===== config.mk =====
export PLATFORM = sky130hd
export DESIGN_NAME = seq_sub64
export DESIGN_NICKNAME = d
export VERILOG_FILES = /design/src/rtl/seq_sub64.sv
export SDC_FILE = /design/constraint.sdc
export NUM_CORES = 1
export LEC_CHECK = 0
export BUFFER_PORTS_ARGS = -buffer_cell sky130_fd_sc_hd__buf_2
export CAP_MARGIN = 20
export CORE_ASPECT_RATIO = 1.1
export CORE_MARGIN = 2
export CORE_UTILIZATION = 45
export CTS_CLUSTER_SIZE = 40
export DETAILED_ROUTE_END_ITERATION = 8
export HOLD_SLACK_MARGIN = 0.02
export PLACE_DENSITY = 0.65
export RECOVER_POWER = 100
export SKIP_CTS_REPAIR_TIMING = 1
export SYNTH_ARGS = -nofsm -noshare
export SYNTH_HDL_FRONTEND = slang
export SYNTH_SLANG_ARGS = --single-unit

===== constraint.sdc =====
create_clock -name clk -period 25.4 [get_ports clk]
set_clock_uncertainty 0.15 [all_clocks]
set_input_delay 7.62 -clock clk [delete_from_list [all_inputs] [get_ports clk]]
set_output_delay 7.62 -clock clk [all_outputs]
set_load 0.02 [all_outputs]

===== src/rtl/seq_sub64.sv =====
// Multi-cycle subtractor d = a - b - bin, one SLICE-bit chunk per clock, LSB first; done pulses WIDTH/SLICE+1 cycles after start.
// No backpressure: start is accepted only in IDLE or DONE and ignored while busy; the result is held until the next accepted start.
module seq_sub64 #(
  parameter int WIDTH = 64,
  parameter int SLICE = 16
) (
  input  logic             clk,
  input  logic             rst,
  input  logic             start,
  input  logic [WIDTH-1:0] a,
  input  logic [WIDTH-1:0] b,
  input  logic             bin,
  output logic             busy,
  output logic             done,
  output logic [WIDTH-1:0] d,
  output logic             bout,
  output logic             ovf
);

  localparam int N  = WIDTH / SLICE;
  localparam int CW = (N > 1) ? $clog2(N) : 1;
  localparam logic [CW-1:0] LAST = CW'(N - 1);

  typedef enum logic [1:0] {
    IDLE = 2'd0,
    RUN  = 2'd1,
    DONE = 2'd2
  } state_t;

  typedef struct packed {
    logic [WIDTH-1:0] a;
    logic [WIDTH-1:0] b;
  } opnd_t;

  state_t          state;
  opnd_t           op;
  logic            c;
  logic [CW-1:0]   cnt;

  logic [SLICE-1:0] a_chunk;
  logic [SLICE-1:0] b_chunk;
  logic [SLICE:0]   sum;
  logic             ovf_next;

  // Subtraction as a + ~b + ~bin; the carry out of each chunk feeds the next.
  always_comb begin
    a_chunk  = op.a[cnt*SLICE +: SLICE];
    b_chunk  = op.b[cnt*SLICE +: SLICE];
    sum      = {1'b0, a_chunk} + {1'b0, ~b_chunk} + {{SLICE{1'b0}}, c};
    ovf_next = (op.a[WIDTH-1] != op.b[WIDTH-1]) && (sum[SLICE-1] != op.a[WIDTH-1]);
  end

  always_ff @(posedge clk or posedge rst) begin
    if (rst) begin
      state <= IDLE;
      op    <= '0;
      c     <= 1'b0;
      cnt   <= '0;
      busy  <= 1'b0;
      done  <= 1'b0;
      d     <= '0;
      bout  <= 1'b0;
      ovf   <= 1'b0;
    end else begin
      case (state)
        IDLE, DONE: begin
          done <= 1'b0;
          if (start) begin
            op.a  <= a;
            op.b  <= b;
            c     <= ~bin;
            cnt   <= '0;
            busy  <= 1'b1;
            state <= RUN;
          end else begin
            state <= IDLE;
          end
        end
        RUN: begin
          d[cnt*SLICE +: SLICE] <= sum[SLICE-1:0];
          c   <= sum[SLICE];
          cnt <= cnt + 1'b1;
          if (cnt == LAST) begin
            bout  <= ~sum[SLICE];
            ovf   <= ovf_next;
            busy  <= 1'b0;
            done  <= 1'b1;
            state <= DONE;
          end
        end
        default: begin
          busy  <= 1'b0;
          done  <= 1'b0;
          state <= IDLE;
        end
      endcase
    end
  end

endmodule

==> summary.md, run 1 <==
| Metric | Value |
|---|---|
| Sequential Power Share | `0.305` |
| Placer Congestion | `0.885` |
| P&R area growth vs syn | `18.7%` |
| Final period util | `0.572` |
| Global route total overflow | `0` |
| I/O pins | `200` |
| Hold Crit Class | `reg -> reg` |
| Total CTS buffers | `17` |
| Filler instances | `1851` |
| Cell count after synthesis | `919` |
| Worst skew pair latency | `0.44 ns` |
| Port Buf Inserts | `199` |
| CTS clk-pin slew, worst paths | `0.07 ns` |
| Vias per cell | `5.22` |
| Die height | `153 um` |
| Syn avg cell area | `9.89 um^2` |
| N_diodes | `0` |
| Unrepaired setup endpoints after global routing | `no` |
| Cell Int Power | `0.977 mW` |
| Detailed Place HPWL | `16000 um` |
| Hold Path End | `op[62]$_DFFE_PP0P_` |
| Layout cells sized above 1 | `0.181` |
| Final Setup Violations | `0` |
| DRT antenna net count | `0` |
| Status | `complete, but fails checks` |
| 1st-pass router iterations | `5` |
| RR Startpoint | `cnt[0]$_DFFE_PP0P_` |
| Clock power frac | `0.169` |
| Pins over their slew limit | `470` |
| Starting density of the core | `0.459` |
| Comb power frac | `0.526` |
| Sw Share | `0.449` |
| Psw | `0.796 mW` |
| Reg2Reg Depth | `13` |
| Slew HR | `-2.49` |
| Sequential share of the synthesized area | `0.551` |
| Pwr/cell area | `164 mW/mm^2` |
| Chip width | `139 um` |
| DR WL/cell | `17.0 um` |
| Top_reg_cell synth | `dfrtp_1` |
| Setup TNS | `0 ns` |
| GRT Overall Usage | `0.220` |
| WHS Path Cells | `2` |
| Worst Tran Pin Value | `5.20 ns` |
| Syn nets | `1074` |
| CORE AREA | `0.0198 mm^2` |
| CP Capture Type | `asynchronous set/reset pin` |
| Cell variety after synth | `43` |
| Synth warnings | `0` |
| Post-synth EDFFs | `0` |
| Max VDD drop | `96.9 uV` |
| Initial DRC Count | `488` |
| FF-to-FF End | `c$_DFFE_PP0P_` |
| H-tree depth | `4` |
| Clock buffer depth | `2` |
| Yosys reg bits | `200` |
| Cell area after synthesis | `0.00909 mm^2` |
| Post-route DRC | `0` |
| Worst reg2reg setup slack | `19.34 ns` |
| Min Tclk post-route | `14.53 ns` |
| Asr flop ratio synth | `1.00` |
| Final net count | `1251` |
| Via count | `7098` |
| Vias in the first global route | `6888` |
| Max Freq | `0.0688 GHz` |
| Max Cap Viol | `7` |
| Routed wire length | `23100 um` |
| Largest net degree at the start of global routing | `120` |
| Failing checks | `max-capacitance violations, max-slew violations` |
| Hold Crit Start | `op[62]$_DFFE_PP0P_` |
| Clk sinks | `200` |
| Critical Path RT | `24.84 ns` |
| Fin. Hold Viols | `0` |
| Kind of critical path | `in -> async` |
| Worst Path Max Fanout | `119` |
| TritonCTS clock tree | `built` |
| Root Buffer | `clkbuf_16` |
| Full die area | `0.0213 mm^2` |
| CP arrival | `13.97 ns` |
| Worst setup SP type | `primary input` |
| Static leakage | `5.53 nW` |
| First-pass GRT wire length | `36800 um` |
| Initial antenna violation count | `0` |
| Site row count | `54` |
| Tightest hold margin | `0.320 ns` |
area by class of cell:
cell class / count / area [um^2] / area share
tap: 252 / 315 / 0.0292
timing repair buffer: 208 / 958 / 0.0889
inverter: 28 / 106 / 0.00986
clock inverter: 11 / 195 / 0.0181
multi-input combinational: 641 / 3750 / 0.348
sequential: 200 / 5010 / 0.464
clock buffer: 20 / 457 / 0.0423
sequential cells by signal, indices dropped and copies added, names as in the netlist:
| register | cells |
|---|---|
| ovf | 1 |
| busy | 1 |
| bout | 1 |
| cnt | 2 |
| c | 1 |
| op | 128 |
| state | 1 |
| d | 64 |
| done | 1 |
synth_stat cells (2+ instances only):
cell,count,share of area
xnor2_1,10,0.0096
buf_2,11,0.0061
o21ai_0,21,0.012
o21ai_1,8,0.0044
a21o_1,3,0.0025
or3_1,2,0.0014
nand4_1,2,0.0014
dfrtp_1,200,0.55
clkbuf_1,38,0.016
a21oi_1,13,0.0072
nand2_1,419,0.17
a31oi_1,4,0.0028
a22o_1,48,0.046
nor3_1,2,0.0011
ha_1,21,0.029
nor2b_1,3,0.0021
a21oi_2,2,0.0019
nand2b_1,5,0.0034
xor2_1,3,0.0029
nor2_1,11,0.0045
inv_1,28,0.012
fa_1,2,0.0044
mux4_2,32,0.079
o31ai_1,3,0.0025
o21bai_1,3,0.0025
nand3_1,8,0.0044
critical path: stages:
cell        delay [ns]
buf_2             0.10
clkinvlp_2        2.87
clkbuf_1          1.02
clkbuf_1          2.31
routing by layer:
layer,vias up,wire [um],track usage
met1,3432,10400,0.316
li1,3389,-,-
met4,0,668,0.0875
met2,239,10600,0.335
met5,-,0,0
met3,38,1340,0.0379
layout by cell type, fill, tap and decap left out, types with 2 or more instances in the layout:
cell type,instances
a21o_1,3
a21oi_1,15
a22o_1,48
a31oi_1,4
buf_2,130
buf_4,4
bufinv_16,5
clkbuf_1,75
clkbuf_16,17
clkbuf_8,2
clkinv_2,2
clkinv_4,2
dfrtp_1,199
fa_1,2
ha_1,21
inv_1,27
inv_6,2
mux4_2,32
nand2_1,419
nand2b_1,5
nand3_1,8
nand4_1,2
nor2_1,11
nor2b_1,3
o21ai_0,28
o21bai_1,3
o221ai_1,2
o31ai_1,3
or3_1,2
xnor2_1,10
xor2_1,3
logic make-up after synthesis:
group | count (synthesis) | share of synthesized area
AO/OA/AOI/OAI | 113 | 0.0909
XOR/XNOR | 13 | 0.0125
adder cells (fa/ha/maj) | 23 | 0.0333
buffers and inverters | 78 | 0.0337
flip-flops | 200 | 0.551
multiplexers | 33 | 0.0804
AND/OR/NAND/NOR | 459 | 0.198
worst max path at each step:
stage                     cells after the start  start             endpoint  slack (ns)
final                                         4    rst   cnt[1]$_DFFE_PP0P_       10.87
after global routing                          4    rst   cnt[1]$_DFFE_PP0P_        9.21
after CTS                                     5  start  op[113]$_DFFE_PP0P_       16.08
after detailed placement                      5  start  op[113]$_DFFE_PP0P_       15.62
after global placement                        5  start   op[62]$_DFFE_PP0P_       15.66
after floorplan                               1    rst     bout$_DFFE_PP0P_       12.18
power groups by stage:
stage,combinational (mW),clock (mW),sequential (mW)
floorplan,0.672,0,0.551
global route,1.03,0.318,0.558
global placement,0.944,0,0.538
detailed placement,0.955,0,0.544
finish,0.932,0.300,0.540
CTS,0.958,0.305,0.539
per-stage QoR:
step | util | instances | setup WS (ns) | cell area [um^2] | total power, mW
finish | 0.545 | 1360 | 10.87 | 10800 | 1.77
global route | 0.545 | 1360 | 9.21 | 10800 | 1.91
CTS | 0.553 | 1359 | 16.08 | 10900 | 1.80
detailed placement | 0.520 | 1328 | 15.62 | 10300 | 1.50
global placement | 0.520 | 1328 | 15.66 | 10300 | 1.48
floorplan | - | 919 | 12.18 | 9090 | 1.22
Note: power is estimated with default switching activity, not from simulation.
==> run 2, diff against run 1 <==
--- a/config.mk
+++ b/config.mk
@@ -5,6 +5,7 @@
 export SDC_FILE = /design/constraint.sdc
 export NUM_CORES = 1
 export LEC_CHECK = 0
+export ABC_AREA = 1
 export BUFFER_PORTS_ARGS = -buffer_cell sky130_fd_sc_hd__buf_2
 export CAP_MARGIN = 20
 export CORE_ASPECT_RATIO = 1.1
@@ -13,7 +14,7 @@
 export CTS_CLUSTER_SIZE = 40
 export DETAILED_ROUTE_END_ITERATION = 8
 export HOLD_SLACK_MARGIN = 0.02
-export PLACE_DENSITY = 0.65
+export PLACE_DENSITY = 0.67
 export RECOVER_POWER = 100
 export SKIP_CTS_REPAIR_TIMING = 1
 export SYNTH_ARGS = -nofsm -noshare
==> constraint.sdc (replaced) <==
create_clock -name clk -period 12.3 [get_ports clk]
set_clock_uncertainty 0.15 [all_clocks]
set_input_delay 3.69 -clock clk [delete_from_list [all_inputs] [get_ports clk]]
set_output_delay 3.69 -clock clk [all_outputs]
set_load 0.02 [all_outputs]
==> run 2 against run 1 <==
The run still ends with max-capacitance violations, max-slew violations left. Worst setup slack worse by 6.0 ns. Register-to-register slack lost 13 ns. Non-clock buffer count is 4 lower. Largest cell class unchanged.
==> summary.md, run 2 <==
| Metric | Value |
|---|---|
| Die height | `157 um` |
| Full die area | `0.0224 mm^2` |
| Global route total overflow | `0` |
| Vias in the first global route | `7004` |
| DRT antenna net count | `0` |
| Critical Path RT | `11.50 ns` |
| TritonCTS clock tree | `built` |
| Min Tclk post-route | `7.38 ns` |
| CP arrival | `6.58 ns` |
| Starting density of the core | `0.461` |
| Synth warnings | `0` |
| Worst Path Max Fanout | `116` |
| Fin. Hold Viols | `0` |
| Clock buffer depth | `2` |
| Worst skew pair latency | `0.43 ns` |
| Filler instances | `1941` |
| Routed wire length | `24000 um` |
| Yosys reg bits | `200` |
| Placer Congestion | `0.867` |
| Chip width | `143 um` |
| CP Capture Type | `asynchronous set/reset pin` |
| First-pass GRT wire length | `37100 um` |
| Port Buf Inserts | `199` |
| Pins over their slew limit | `207` |
| Syn nets | `1109` |
| Slew HR | `-2.33` |
| Clk sinks | `200` |
| Critical-path top delay cell | `clkinvlp_2` |
| CTS clk-pin slew, worst paths | `0.07 ns` |
| Cell variety after synth | `36` |
| Post-route setup slack | `4.92 ns` |
| I/O pins | `200` |
| Detailed Place HPWL | `16600 um` |
| Max Cap Viol | `2` |
| Sequential share of the synthesized area | `0.524` |
| Setup TNS | `0 ns` |
| Kind of critical path | `in -> async` |
| Top delay family on crit path | `buffers and inverters` |
| Max reg flops | `128` |
| CORE AREA | `0.0207 mm^2` |
| Area contributors post-synth | `dfrtp_1 (52%), mux2_2 (15%), nand2_1 (9.7%)` |
| CP Depth | `2` |
| Hold Crit Class | `reg -> reg` |
| Most flops, register | `op` |
| Buf/Inv on CP | `2` |
| Layout cells sized above 1 | `0.271` |
| Largest net degree at the start of global routing | `136` |
| Vias per cell | `5.10` |
| Commonest non-fill, non-tap cell in the layout | `nand2_1` |
| Synth cell count leaders | `nand2_1 (246), dfrtp_1 (200), mux2_2 (124), nor2_1 (56), o21ai_0 (54)` |
| Max Freq | `0.136 GHz` |
| Post-synth EDFFs | `0` |
| CP max stage delay | `2.74 ns` |
| Root Buffer | `clkbuf_16` |
| Syn avg cell area | `10.0 um^2` |
| Post-synth top area cell | `dfrtp_1` |
| RR Startpoint | `cnt[0]$_DFFE_PP0P_` |
| 1st-pass router iterations | `5` |
| Unrepaired setup endpoints after global routing | `no` |
| P&R area growth vs syn | `17.8%` |
| Initial antenna violation count | `0` |
| FF-to-FF End | `d[22]$_DFFE_PP0P_` |
| Critical Path Start | `rst` |
| Site row count | `55` |
| DR WL/cell | `16.8 um` |
| CP cell instances | `buf_2 -> clkinvlp_2` |
| Failing checks | `max-capacitance violations, max-slew violations` |
| Status | `complete, but fails checks` |
| Final period util | `0.600` |
| Via count | `7279` |
| DP Worst Slack | `6.59 ns` |
| GRT Overall Usage | `0.215` |
| Reg2Reg Depth | `15` |
| Post-route DRC | `0` |
| Final Setup Violations | `0` |
| Synth top area share | `0.524` |
| Worst setup path endpoint | `cnt[0]$_DFFE_PP0P_` |
| Top_reg_cell synth | `dfrtp_1` |
| Cell area after synthesis | `0.00956 mm^2` |
| Leading cell type by number of instances after synthesis | `nand2_1` |
| Commonest non-fill, non-tap cells in the layout | `nand2_1 (252), dfrtp_1 (199), buf_2 (130)` |
| Tightest hold margin | `0.330 ns` |
| Initial DRC Count | `447` |
| Final net count | `1284` |
| Worst Tran Pin Value | `4.97 ns` |
| Worst reg2reg setup slack | `6.08 ns` |
| H-tree depth | `4` |
| Asr flop ratio synth | `1.00` |
| N_diodes | `0` |
| Worst setup SP type | `primary input` |
| Regs by FF count | `op (128), d (64), cnt (2)` |
| Total CTS buffers | `17` |
| Cell count after synthesis | `954` |
run 2: cell families (layout without fill, tap and decap cells):
group / after synthesis / after routing / synth area share
and+or+nand+nor: 367 / 367 / 0.163
DFF: 200 / 200 / 0.524
AOI/OAI and AO/OA: 127 / 127 / 0.0800
adders and majority gates: 23 / 23 / 0.0317
buffers and inverters: 105 / 293 / 0.0474
muxes: 125 / 125 / 0.147
xor gates and xnor gates: 7 / 7 / 0.00720
run 2: final cells by class:
type                            count  area, um^2  share of cell area
Clock inverter                     11         161              0.0143
Timing Repair Buffer              204         960              0.0852
Multi-Input combinational cell    649        4080               0.362
Tap cell                          285         357              0.0317
Sequential cell                   200        5010               0.445
Inverter                           57         215              0.0191
Clock buffer                       21         480              0.0427
run 2: worst min path at each step:
stage	start	endpoint	slack, ns	depth (start not counted)
finish	d[43]$_DFFE_PP0P_	d[43]$_DFFE_PP0P_	0.33	2
detailed placement	d[24]$_DFFE_PP0P_	d[24]$_DFFE_PP0P_	0.31	2
global placement	busy$_DFFE_PP0P_	busy$_DFFE_PP0P_	0.30	2
CTS	d[24]$_DFFE_PP0P_	d[24]$_DFFE_PP0P_	0.33	2
floorplan	op[41]$_DFFE_PP0P_	op[41]$_DFFE_PP0P_	0.31	1
global route	d[62]$_DFFE_PP0P_	d[62]$_DFFE_PP0P_	0.35	2
run 2: metal layers:
metal	share of wire	global-route usage	up-vias	routed length, um
li1	-	-	3540	-
met1	0.45	0.289	3539	10900
met2	0.49	0.363	184	11700
met3	0.049	0.0373	16	1180
met4	0.0094	0.0500	0	225
met5	0	0	-	0
run 2: through the flow:
step                       util  cells  area (um^2)
after floorplan               -    954         9560
final                     0.544   1427        11300
after global routing      0.544   1427        11300
after global placement    0.518   1394        10700
after detailed placement  0.518   1394        10700
after CTS                 0.549   1426        11400
Power of run 2 is left out: the tool's default activity adds up to more than one toggle a clock period on the data nets, which glitch-free logic cannot reach.
